File: src/rtl/uart_rx_frame.sv
// uart_rx_frame: 16x-oversampled UART frame receiver (7/8 data, opt parity, 1/2 stop).
// Ports: clk, rst (async active-low), os_tick (16x baud enable), din (serial line),
//   dnum/snum/par (frame options, latched at start), rx_data/rx_valid/parity_err/
//   frame_err (result, updated together on completion), busy (frame in progress).
// Build option: define UART_RX_MAJORITY_EN for 2-of-3 majority sampling at tc=6/7/8.
module uart_rx_frame #(
  parameter int OS_RATE = 16
) (
  input  logic       clk,
  input  logic       rst,
  input  logic       os_tick,
  input  logic       din,
  input  logic       dnum,
  input  logic       snum,
  input  logic [1:0] par,
  output logic [7:0] rx_data,
  output logic       rx_valid,
  output logic       parity_err,
  output logic       frame_err,
  output logic       busy
);

  typedef enum logic [2:0] {
    IDLE,
    START,
    DATA,
    PARITY,
    STOP1,
    STOP2
  } state_e;

  localparam logic [3:0] LAST = 4'(OS_RATE - 1);

  state_e      state_q;
  logic [3:0]  tc_q;
  logic [3:0]  tc_d;
  logic        sync_q;
  logic        ds_q;
  logic        dsp_q;
  logic        dnum_q;
  logic        snum_q;
  logic [1:0]  par_q;
  logic [2:0]  bit_q;
  logic [7:0]  shf_q;
  logic        perr_q;
  logic [7:0]  rx_data_q;
  logic        rx_valid_q;
  logic        perr_out_q;
  logic        ferr_out_q;
  logic        busy_q;

  logic        smp;
  logic        at_smp;
  logic        last;
  logic        fall;
  logic        has_par;
  logic        par_bad;
  logic [2:0]  top_bit;
  logic        done;

`ifdef UART_RX_MAJORITY_EN
  localparam logic [3:0] SAMP = 4'd8;
  logic m6_q;
  logic m7_q;
  // Bit value is the majority of tc=6, tc=7 and the live tc=8 sample.
  assign smp = (m6_q & m7_q) | (m6_q & ds_q) | (m7_q & ds_q);
`else
  localparam logic [3:0] SAMP = 4'd7;
  assign smp = ds_q;
`endif

  assign tc_d    = tc_q + 4'd1;
  assign at_smp  = (tc_q == SAMP);
  assign last    = (tc_q == LAST);
  assign fall    = dsp_q & ~ds_q;
  assign has_par = ^par_q;
  assign top_bit = {2'b11, dnum_q};
  // par_q[0]=1 (odd) flips the sense: odd wants data^p = 1.
  assign par_bad = (^shf_q) ^ smp ^ par_q[0];

  // Frame ends at the stop-bit midpoint; a low first stop bit ends it early.
  assign done = os_tick && at_smp &&
                (((state_q == STOP1) && (!snum_q || !smp)) ||
                 (state_q == STOP2));

  always_ff @(posedge clk or negedge rst) begin
    if (!rst) begin
      state_q    <= IDLE;
      tc_q       <= '0;
      sync_q     <= 1'b1;
      ds_q       <= 1'b1;
      dsp_q      <= 1'b1;
      dnum_q     <= 1'b0;
      snum_q     <= 1'b0;
      par_q      <= 2'b00;
      bit_q      <= '0;
      shf_q      <= '0;
      perr_q     <= 1'b0;
      rx_data_q  <= '0;
      rx_valid_q <= 1'b0;
      perr_out_q <= 1'b0;
      ferr_out_q <= 1'b0;
      busy_q     <= 1'b0;
`ifdef UART_RX_MAJORITY_EN
      m6_q       <= 1'b1;
      m7_q       <= 1'b1;
`endif
    end else begin
      sync_q     <= din;
      ds_q       <= sync_q;
      rx_valid_q <= 1'b0;
      if (os_tick) begin
        dsp_q <= ds_q;
        tc_q  <= tc_d;
`ifdef UART_RX_MAJORITY_EN
        if (tc_q == 4'd6) m6_q <= ds_q;
        if (tc_q == 4'd7) m7_q <= ds_q;
`endif
        unique case (state_q)
          IDLE: begin
            tc_q <= '0;
            // Needs a real high-to-low edge; a held-low line never restarts.
            if (fall) begin
              state_q <= START;
              busy_q  <= 1'b1;
              dnum_q  <= dnum;
              snum_q  <= snum;
              par_q   <= par;
              shf_q   <= '0;
              bit_q   <= '0;
              perr_q  <= 1'b0;
            end
          end
          START: begin
            if (at_smp && smp) begin
              state_q <= IDLE;
              tc_q    <= '0;
              busy_q  <= 1'b0;
            end else if (last) begin
              state_q <= DATA;
            end
          end
          DATA: begin
            if (at_smp) shf_q[bit_q] <= smp;
            if (last) begin
              if (bit_q == top_bit) begin
                bit_q   <= '0;
                state_q <= has_par ? PARITY : STOP1;
              end else begin
                bit_q <= bit_q + 3'd1;
              end
            end
          end
          PARITY: begin
            if (at_smp) perr_q <= par_bad;
            if (last) state_q <= STOP1;
          end
          STOP1: begin
            if (last) state_q <= STOP2;
          end
          STOP2: begin
          end
          default: state_q <= IDLE;
        endcase
        if (done) begin
          state_q    <= IDLE;
          tc_q       <= '0;
          busy_q     <= 1'b0;
          rx_valid_q <= 1'b1;
          rx_data_q  <= shf_q;
          perr_out_q <= perr_q;
          ferr_out_q <= ~smp;
        end
      end
    end
  end

  assign rx_data    = rx_data_q;
  assign rx_valid   = rx_valid_q;
  assign parity_err = perr_out_q;
  assign frame_err  = ferr_out_q;
  assign busy       = busy_q;

endmodule

File: config.mk
export PLATFORM = sky130hd
export DESIGN_NAME = uart_rx_frame
export DESIGN_NICKNAME = d
export VERILOG_FILES = /design/src/rtl/uart_rx_frame.sv
export SDC_FILE = /design/constraint.sdc
export NUM_CORES = 1
export LEC_CHECK = 0
export BUFFER_PORTS_ARGS = -buffer_cell sky130_fd_sc_hd__buf_2
export CAP_MARGIN = 20
export CORE_MARGIN = 8
export CORE_UTILIZATION = 25
export DETAILED_ROUTE_END_ITERATION = 16
export PLACE_DENSITY_LB_ADDON = 0.25
export SLEW_MARGIN = 20
export SYNTH_ARGS = -nofsm -noshare
export SYNTH_HDL_FRONTEND = slang
export SYNTH_SLANG_ARGS = --single-unit
File: constraint.sdc
create_clock -name clk -period 2.7 [get_ports clk]
set_input_delay 0.135 -clock clk [delete_from_list [all_inputs] [get_ports clk]]
set_output_delay 0.135 -clock clk [all_outputs]
set_load 0.03 [all_outputs]
==> impl_results.md, run 1 <==
- Detailed Route Iter0 Violations: 146
- Leakage: 1.04 nW
- Area occupied by multi-input gates: 881 sq um
- Clock sinks: 38
- CP required: 2930 ps
- Yosys Warn Count: 0
- Height of the die: 104 um
- First-pass GRT wire length: 7250 um
- Syn_area_per_cell: 10.6 sq um
- Diodes inserted: 0
- Type of the worst setup path: flop to flop
- Routed WL per cell: 13.3 um
- Synth top area share: 0.452
- Worst endpoint data arrival time: 2210 ps
- DP HPWL: 2870 um
- Peak-usage layer in the global routing report: met2
- Mux contribution to synthesized area: 0.0982
- Maxcap violations: 0
- Layout cells sized above 1: 0.271
- Most frequent cells in the layout: dfrtp_1 (35), o21ai_0 (22), buf_2 (19), mux2_2 (16), nand2_1 (13)
- Total gr overflow: 0
- Setup violators final: 0
- Net switching power: 0.612 mW
- CP Max Fanout: 14
- Global-route met2 utilization: 0.119
- Power per cell area: 826 nW/um^2
- GR Layer Usage met1: 0.107
- Peak supply drop: 0.305 mV
- CTS tree: yes
- Largest family of logic cells by synthesized area: simple AND/OR/NAND/NOR gates
- Gate Count Post-Synth: 183
- # DRC: 0
- Final Hold Slack: 72.9 ps
- Ranking of synthesized cells by area: dfrtp_1 (45%), mux2_2 (9.3%), o21ai_0 (5.7%)
- Fillers: 797
- Clock buffer depth: 2
- H-tree levels: 2
- Die width: 104 um
- Largest net degree at the start of global routing: 39
- Worst Setup Start Kind: flop
- Dpl cells: 295
- Drt pass-1 iters: 4
- RePlAce Congestion: 0.785
- Skew-Pair Late Insertion Delay: 290 ps
- Routed vias/inst: 4.50
- Hold Path Class: input port to flop
- Port Buffers: 19
- Vias in the first global route: 1434
- Setup Skew: 8.95 ps
- F_max: 504 MHz
- Combinational power share: 0.250
- Pins Over Slew Limit: 0
- Effective utilization at floorplan: 0.255
- Num rows: 32
- Compound-Gate Fraction of Synth Area: 0.146
- CTS Buf Count: 5
- Post-synthesis simple-gate area fraction: 0.148
- Final Cycle Share: 0.734
- Antenna violations before repair: 0
- Post-synth EDFFs: 0
- Aggregate routed wire length: 4040 um
- M3 GR Usage: 0.0204
- Number of synthesized register bits: 38
- Post-synthesis sequential area ratio: 0.493
- Status: complete, no violations
- DRT antenna net count: 0
- Post-synthesis adder-cell area fraction: 0.0129
- Netlist cell types: 45
- Clock slew seen by the registers of the worst setup and hold paths: 90 ps
- Cell Count, Final, Fillers Out: 305
- RSZ-0062 raised after global routing: false
- CP Capture Type: flop
- Total die area: 10800 sq um
- Area leader, netlist: dfrtp_1
- Clock Power Share: 0.318
- Reg area: 955 sq um
- Post-route minimum period: 1980 ps
- I/O pin count: 20
- Syn Std Cell Area: 1940 sq um
- Sw frac: 0.329
- Core Region: 7610 sq um
- Layout Nets: 212
- Net Count, Synth: 193
- Most common cell after layout, fill and taps aside: dfrtp_1
- Top_reg_cell synth: dfrtp_1
- CTS root buffer: clkbuf_8
- Total GRT Usage: 0.0804
- Sequential Power Share: 0.432
- Post-Synth XOR/XNOR Area: 0.0497
- Area grow syn2layout: 16.3%
- Worst slew pin tran: 849 ps
- Post-synth ARST share: 1.00
- Setup_tns: 0 ps
- Slew headroom: 0.434
- Total number of vias: 1372
- Internal power: 1.25 mW
- Hold Fails Final Rpt: 0
final cells by class:
type | count | share of cell area
clock buffer | 5 | 0.0305
clock inverter | 3 | 0.0305
inverter | 8 | 0.0133
multi-input combinational | 127 | 0.391
sequential | 38 | 0.424
tap | 102 | 0.0566
timing repair buffer | 22 | 0.0544
power by group through the flow:
stage,Clock [mW],Sequential [mW],Combinational (mW)
6_report,0.591,0.805,0.465
5_1_grt,0.637,0.830,0.538
4_1_cts,0.617,0.802,0.471
3_5_place_dp,0,0.814,0.467
3_3_place_gp,0,0.811,0.462
2_1_floorplan,0,0.743,0.444
through the flow:
| stage | setup slack (ps) | utilization | total power [mW] | instance area (sq um) |
|---|---|---|---|---|
| 5_1_grt | 544 | 0.296 | 2.00 | 2250 |
| 6_report | 717 | 0.296 | 1.86 | 2250 |
| 2_1_floorplan | 1080 | - | 1.19 | 1940 |
| 3_5_place_dp | 746 | 0.275 | 1.28 | 2100 |
| 3_3_place_gp | 795 | 0.275 | 1.27 | 2100 |
| 4_1_cts | 726 | 0.296 | 1.89 | 2250 |
synthesized netlist by cell type (all sizes together) (2+ instances only):
library cell,count
ha,2
nand3,5
nand3b,2
nand2b,3
o21bai,2
o21ai,24
xnor2,9
xor2,2
dfstp,3
or3b,2
buf,9
dfrtp,35
inv,8
mux2,16
nand4,2
nand2,13
nor2,12
nor3,6
a31oi,4
o211ai,3
o31ai,4
a21oi,4
cells by family after synthesis:
| group | count (synthesis) |
|---|---|
| DFF | 38 |
| xor gates and xnor gates | 11 |
| AOI/OAI and AO/OA | 46 |
| adders and majority gates | 2 |
| and+or+nand+nor | 51 |
| muxes | 17 |
| buffers and inverters | 18 |
worst max-delay path: stages, from the launching register on:
cell and delay (ps):
dfrtp_1 530, or3b_1 600, o21bai_2 300, o211ai_2 100, o21bai_1 180, mux2i_1 200
registers in the layout, indices dropped and copies added, names as in the netlist:
name,cells
bit_q,3
dnum_q,1
shf_q,8
busy,1
rx_data,8
snum_q,1
sync_q,1
tc_q,4
ds_q,1
parity_err,1
dsp_q,1
perr_q,1
frame_err,1
rx_valid,1
state_q,3
par_q,2
timing repair:
item                                   CTS  global route
endpoints found under the hold margin   36             0
resized for setup                        0             0
setup buffers                            0             0
hold buffers                             2             0
metal layers:
metal	part of all wire	wire (um)
met4	0.018	74
met5	0	0
met3	0.038	155
met1	0.51	2080
met2	0.43	1730
path summary, 6_finish.rpt:
check                      cells after the start  slack [ps]         end  startpoint
setup reg to reg                               5         720  state_q[0]  state_q[0]
max in group asynchronous                      2        1680      perr_q         rst
hold reg to reg                                0         360        ds_q      sync_q
setup / recovery                               5         720  state_q[0]  state_q[0]
min in group asynchronous                      2         470     tc_q[0]         rst
hold / removal                                 2          70      snum_q        snum
Power figures use the tool's default switching activity.
==> run 2: changes to the inputs <==
Clock period 2.7 ns to 1.9 ns, I/O delays scaled along.
==> run 2 against run 1 <==
Non-clock buffer count up 11; sequential share of layout area down 1.6 points; routed wire length up 2.6%; power up 46%; final area up 3.9%; fmax up 11%; die area unchanged; clock skew up 0.70 ps; largest cell class unchanged.
==> impl_results.md, run 2 (synthesized netlist as in run 1, its figures left out) <==
- Status: complete, no violations
- Most common cell after layout, fill and taps aside: dfrtp_1
- Area after DPL: 2180 sq um (+3.9%)
- Effective utilization at floorplan: 0.255 (unchanged)
- Reg area: 956 sq um (+0.13%)
- CP required: 2080 ps (-850 ps)
- Total gr overflow: 0 (unchanged)
- Slew headroom: 0.663 (+0.229)
- Core Region: 7610 sq um (unchanged)
- Maxcap violations: 0 (unchanged)
- Worst R2R Setup Slack: 110 ps (-610 ps)
- Total GRT Usage: 0.0822 (+0.00183)
- Type of the worst setup path: flop to flop
- Cell Count, Final, Fillers Out: 316 (+3.6%)
- Power per cell area: 1160 nW/um^2 (+40%)
- RSZ-0062 raised after global routing: false
- Leakage: 1.09 nW (+5.0%)
- Hold Fails Final Rpt: 0 (unchanged)
- Sequential Power Share: 0.393 (-0.039)
- Fin area: 2340 sq um (+3.9%)
- Area grow syn2layout: 20.9%
- Setup Skew: 9.64 ps (+0.696 ps)
- Skew-Pair Late Insertion Delay: 300 ps (about the same)
- Largest net degree at the start of global routing: 39 (unchanged)
- Clock sinks: 38 (unchanged)
- Final Cycle Share: 0.942 (+0.208)
- Hold Path Class: input port to flop
- Diodes inserted: 0 (unchanged)
- Total die area: 10800 sq um (unchanged)
- First-pass GRT wire length: 7260 um (about the same)
- DRT antenna net count: 0 (unchanged)
- Clock Power Share: 0.308 (-0.010)
- DP HPWL: 3010 um (+4.7%)
- Drt pass-1 iters: 4 (unchanged)
- Combinational power share: 0.300 (+0.050)
- CP Max Fanout: 6 (-8)
- GR Layer Usage met1: 0.107 (unchanged)
- Die width: 104 um (unchanged)
- M3 GR Usage: 0.0211 (+0.000620)
- Reg2Reg Depth: 5 (unchanged)
- Setup_tns: 0 ps (unchanged)
- Aggregate routed wire length: 4150 um (+2.6%)
- CP Capture Type: flop
- Num rows: 32 (unchanged)
- Worst endpoint data arrival time: 1970 ps (-240 ps)
- Fillers: 801 (+0.50%)
- Global-route met2 utilization: 0.119 (+0.000458)
- Hold depth: 2 (unchanged)
- Min-Delay Endpoint: par_q[1]
- Setup violators final: 0 (unchanged)
- Routed WL per cell: 13.1 um (-0.93%)
- Port Buffers: 19 (unchanged)
- Detailed Route Iter0 Violations: 141 (-3.4%)
- Peak supply drop: 0.347 mV (+14%)
- CTS root buffer: clkbuf_8
- Area occupied by multi-input gates: 886 sq um (+0.57%)
- Internal power: 1.84 mW (+48%)
- Reg2reg start: tc_q[0]
- F_max: 559 MHz (+11%)
- Peak-usage layer in the global routing report: met2
- CTS tree: yes
- CTS Buf Count: 5 (unchanged)
- Pins Over Slew Limit: 0 (unchanged)
- Reg2reg end: rx_data[5]
- Clock slew seen by the registers of the worst setup and hold paths: 80 ps (about the same)
- Most frequent cells in the layout: dfrtp_1 (34), o21ai_0 (22), buf_2 (19), mux2_2 (16), nand2_1 (13)
- Net switching power: 0.872 mW (+43%)
- Vias in the first global route: 1411 (-1.6%)
- Layout Nets: 223 (+5.2%)
- Post-route minimum period: 1790 ps (-193 ps)
- Total number of vias: 1402 (+2.2%)
- Worst Setup Start Kind: flop
- RePlAce Congestion: 0.848 (+8.1%)
- I/O pin count: 20 (unchanged)
- Clock buffer depth: 2 (unchanged)
- Crit path from: tc_q[0]
- Worst slew pin tran: 503 ps (-346 ps)
- # DRC: 0 (unchanged)
- Antenna violations before repair: 0 (unchanged)
- H-tree levels: 2 (unchanged)
- Layout cells sized above 1: 0.322 (+0.0515)
- Hold path start: par[1]
- Sw frac: 0.321 (-0.00749)
- Setup Buffers After CTS: 0 (unchanged)
- Routed vias/inst: 4.44 (-1.4%)
- Height of the die: 104 um (unchanged)
- Dpl cells: 306 (+3.7%)
## run 2: changes by cell type in the layout (fill, tap and decap cells not counted), sizes merged
cell,delta
buf,+11
## run 2: power groups by stage
| stage | logic [mW] | registers, mW | clock network (mW) |
|---|---|---|---|
| after detailed placement | 0.808 | 1.08 | 0 |
| after global placement | 0.813 | 1.07 | 0 |
| final | 0.814 | 1.07 | 0.836 |
| after global routing | 0.938 | 1.09 | 0.904 |
| after CTS | 0.814 | 1.07 | 0.860 |
| after floorplan | 0.631 | 1.06 | 0 |
## run 2: routing by layer
layer,share of wire,wire [um]
met1,0.50,2090
met2,0.42,1760
met5,0,0
met3,0.042,176
met4,0.030,123
## run 2: worst max path at each step
stage | endpoint | slack (ps) | cells past startpoint
floorplan | frame_err | 280 | 5
global placement | state_q[0] | 110 | 5
detailed placement | state_q[0] | 20 | 5
CTS | state_q[0] | 50 | 5
global route | rx_data[0] | 2 | 5
finish | rx_data[5] | 110 | 5
## run 2: area by class of cell
type,count,share of cell area
flip-flops and latches,38,0.408
clock inverters,3,0.0294
well taps,102,0.0545
inverters,8,0.0128
repair buffers,33,0.0876
clock buffers,5,0.0294
multi-input cells,127,0.378
## run 2: per-stage QoR
step | power, mW | utilization | hold WS, ps | setup WS, ps
floorplan | 1.69 | - | -201 | 281
global placement | 1.89 | 0.286 | 183 | 109
detailed placement | 1.89 | 0.286 | 184 | 21.8
CTS | 2.74 | 0.307 | 24.0 | 52.5
global route | 2.93 | 0.308 | 19.5 | 2.28
finish | 2.72 | 0.308 | 30.5 | 110
## run 2: repair_timing
item	CTS	global route
setup endpoints to repair	1	6
gates resized for setup	1	2
hold endpoints to repair	36	0
hold buffers	2	0
cloned	0	0
## run 2: worst max-delay path, cell delays in order (launching register included)
cell	delay (ps)
dfrtp_1	390
ha_1	240
nand3b_1	190
nor3_4	300
buf_4	230
mux2_2	340
==> run 3: changes to the inputs <==
Settings changed: RECOVER_POWER from default to 50.
Clock period 1.9 ns to 1.71 ns, I/O delays scaled along.
==> run 3 against run 2 <==
Cell count is 5.7% higher; highest routed layer unchanged; critical endpoint is now tc_q[3]; non-clock buffer count increased by 18; critical path type unchanged; global-route usage is 0.69 points higher.
==> impl_results.md, run 3 (synthesized netlist as in run 1, its figures left out) <==
- Hold Fails Final Rpt: 0 (unchanged)
- Effective utilization at floorplan: 0.255 (unchanged)
- CP Capture Type: flop
- H-tree levels: 2 (unchanged)
- Num rows: 32 (unchanged)
- Clock buffer depth: 2 (unchanged)
- Total die area: 10800 sq um (unchanged)
- Type of the worst setup path: flop to flop
- CTS tree: yes
- RSZ-0062 raised after global routing: true
- Final Cycle Share: 0.982 (+0.0396)
- Antenna violations before repair: 0 (unchanged)
- Vias in the first global route: 1540 (+9.1%)
- Clock sinks: 38 (unchanged)
- Most common cell after layout, fill and taps aside: dfrtp_1
- Area after DPL: 2270 sq um (+4.4%)
- Pins Over Slew Limit: 0 (unchanged)
- Power per cell area: 1260 nW/um^2 (+8.9%)
- Worst Setup Start Kind: flop
- Layout cells sized above 1: 0.392 (+0.0698)
- Slowest CP cell: dfrtp_1
- Largest net degree at the start of global routing: 22 (-44%)
- Post-route minimum period: 1680 ps (-111 ps)
- Peak supply drop: 0.520 mV (+50%)
- Detailed Route Iter0 Violations: 86 (-39%)
- Drt pass-1 iters: 4 (unchanged)
- Routed vias/inst: 4.49 (+1.3%)
- F_max: 596 MHz (+6.6%)
- CP Max Fanout: 4 (-2)
- Total gr overflow: 0 (unchanged)
- Area grow syn2layout: 30.5%
- I/O pin count: 20 (unchanged)
- First-pass GRT wire length: 7800 um (+7.5%)
- Skew-Pair Late Insertion Delay: 290 ps (about the same)
- DRT antenna net count: 0 (unchanged)
- Maxcap violations: 0 (unchanged)
- CTS root buffer: clkbuf_8
- Max stage delay on crit path: 370 ps (-20 ps)
- Setup Skew: 6.79 ps (-2.85 ps)
- RePlAce Congestion: 0.800 (-5.6%)
- Most frequent cells in the layout: dfrtp_1 (34), buf_4 (26), o21ai_0 (22), buf_2 (18), mux2_2 (15)
- Height of the die: 104 um (unchanged)
- Leakage: 1.19 nW (+8.9%)
- CTS Buf Count: 5 (unchanged)
- Diodes inserted: 0 (unchanged)
- Die width: 104 um (unchanged)
- Core Region: 7610 sq um (unchanged)
- Routed WL per cell: 13.3 um (+1.1%)
- Fin area: 2530 sq um (+7.9%)
- Hold Path Class: input port to flop
- CP required: 1890 ps (-190 ps)
- Worst endpoint data arrival time: 1860 ps (-110 ps)
- Worst slew pin tran: 1080 ps (+578 ps)
- Total number of vias: 1501 (+7.1%)
- # DRC: 0 (unchanged)
- Aggregate routed wire length: 4440 um (+6.9%)
- Status: complete, no violations
- DP HPWL: 3310 um (+10%)
- PnR worst setup slack: 31.3 ps (-78.8 ps)
- Setup violators final: 0 (unchanged)
- Layout Nets: 241 (+8.1%)
- Port Buffers: 19 (unchanged)
- Slew headroom: 0.280 (-0.383)
- Total GRT Usage: 0.0891 (+0.00694)
- Setup Slack @ Placement: -21.5 ps (-43.2 ps)
- Crit path buffers/inverters: 1 (unchanged)
- Critical path, cell by cell: ha_2 > nand3b_1 > buf_6 > nor3_4 > a21o_1 > nor2_2 > a211o_1
- Critical path's top delay family: compound AO/OA/AOI/OAI gates
- Clock slew seen by the registers of the worst setup and hold paths: 90 ps (about the same)
run 3: report_power, final:
group	internal (mW)	leakage (nW)	switching (mW)
logic	0.535	0.623	0.558
registers	1.05	0.499	0.115
clock network	0.585	0.0683	0.349
run 3: timing repair:
item	CTS	global route
endpoints found under the hold margin	18	0
hold buffers	2	0
setup endpoints to repair	19	27
resized for setup	3	10
pin swaps	1	5
buffers inserted	3	4
run 3: final cells by class:
class                   count  area [sq um]
well taps                 102           128
flip-flops and latches     38           956
multi-input cells         127           913
clock buffers               5          68.8
inverters                   8          30.0
repair buffers             51           363
fillers                   787          5080
clock inverters             3          68.8
run 3: final timing paths:
path                         start      end  slack, ps  cells after the start
min                           dnum   dnum_q         20                      2
max reg2reg                tc_q[1]  tc_q[3]         30                      7
min reg2reg                 sync_q     ds_q        360                      0
min in group asynchronous      rst  tc_q[1]        500                      2
max                        tc_q[1]  tc_q[3]         30                      7
max in group asynchronous      rst   sync_q        470                      3
run 3: through the flow:
step | cells | hold WS, ps | power (mW) | utilization | TNS, ps
6_report | 334 | 15.8 | 3.19 | 0.332 | 0
5_1_grt | 334 | 5.88 | 3.45 | 0.332 | -144
4_1_cts | 330 | 4.09 | 3.20 | 0.324 | -35.5
3_5_place_dp | 317 | 65.0 | 2.20 | 0.299 | -96.4
3_3_place_gp | 317 | 64.9 | 2.19 | 0.299 | -13.8
2_1_floorplan | 183 | -210 | 1.87 | - | 0
run 3: per-layer routing:
metal  vias up  track usage  wire length, um
li1        742            -                -
met4         0       0.0434               91
met3         6       0.0204              138
met1       723        0.121             2200
met5         -            0                0
met2        30        0.129             2010
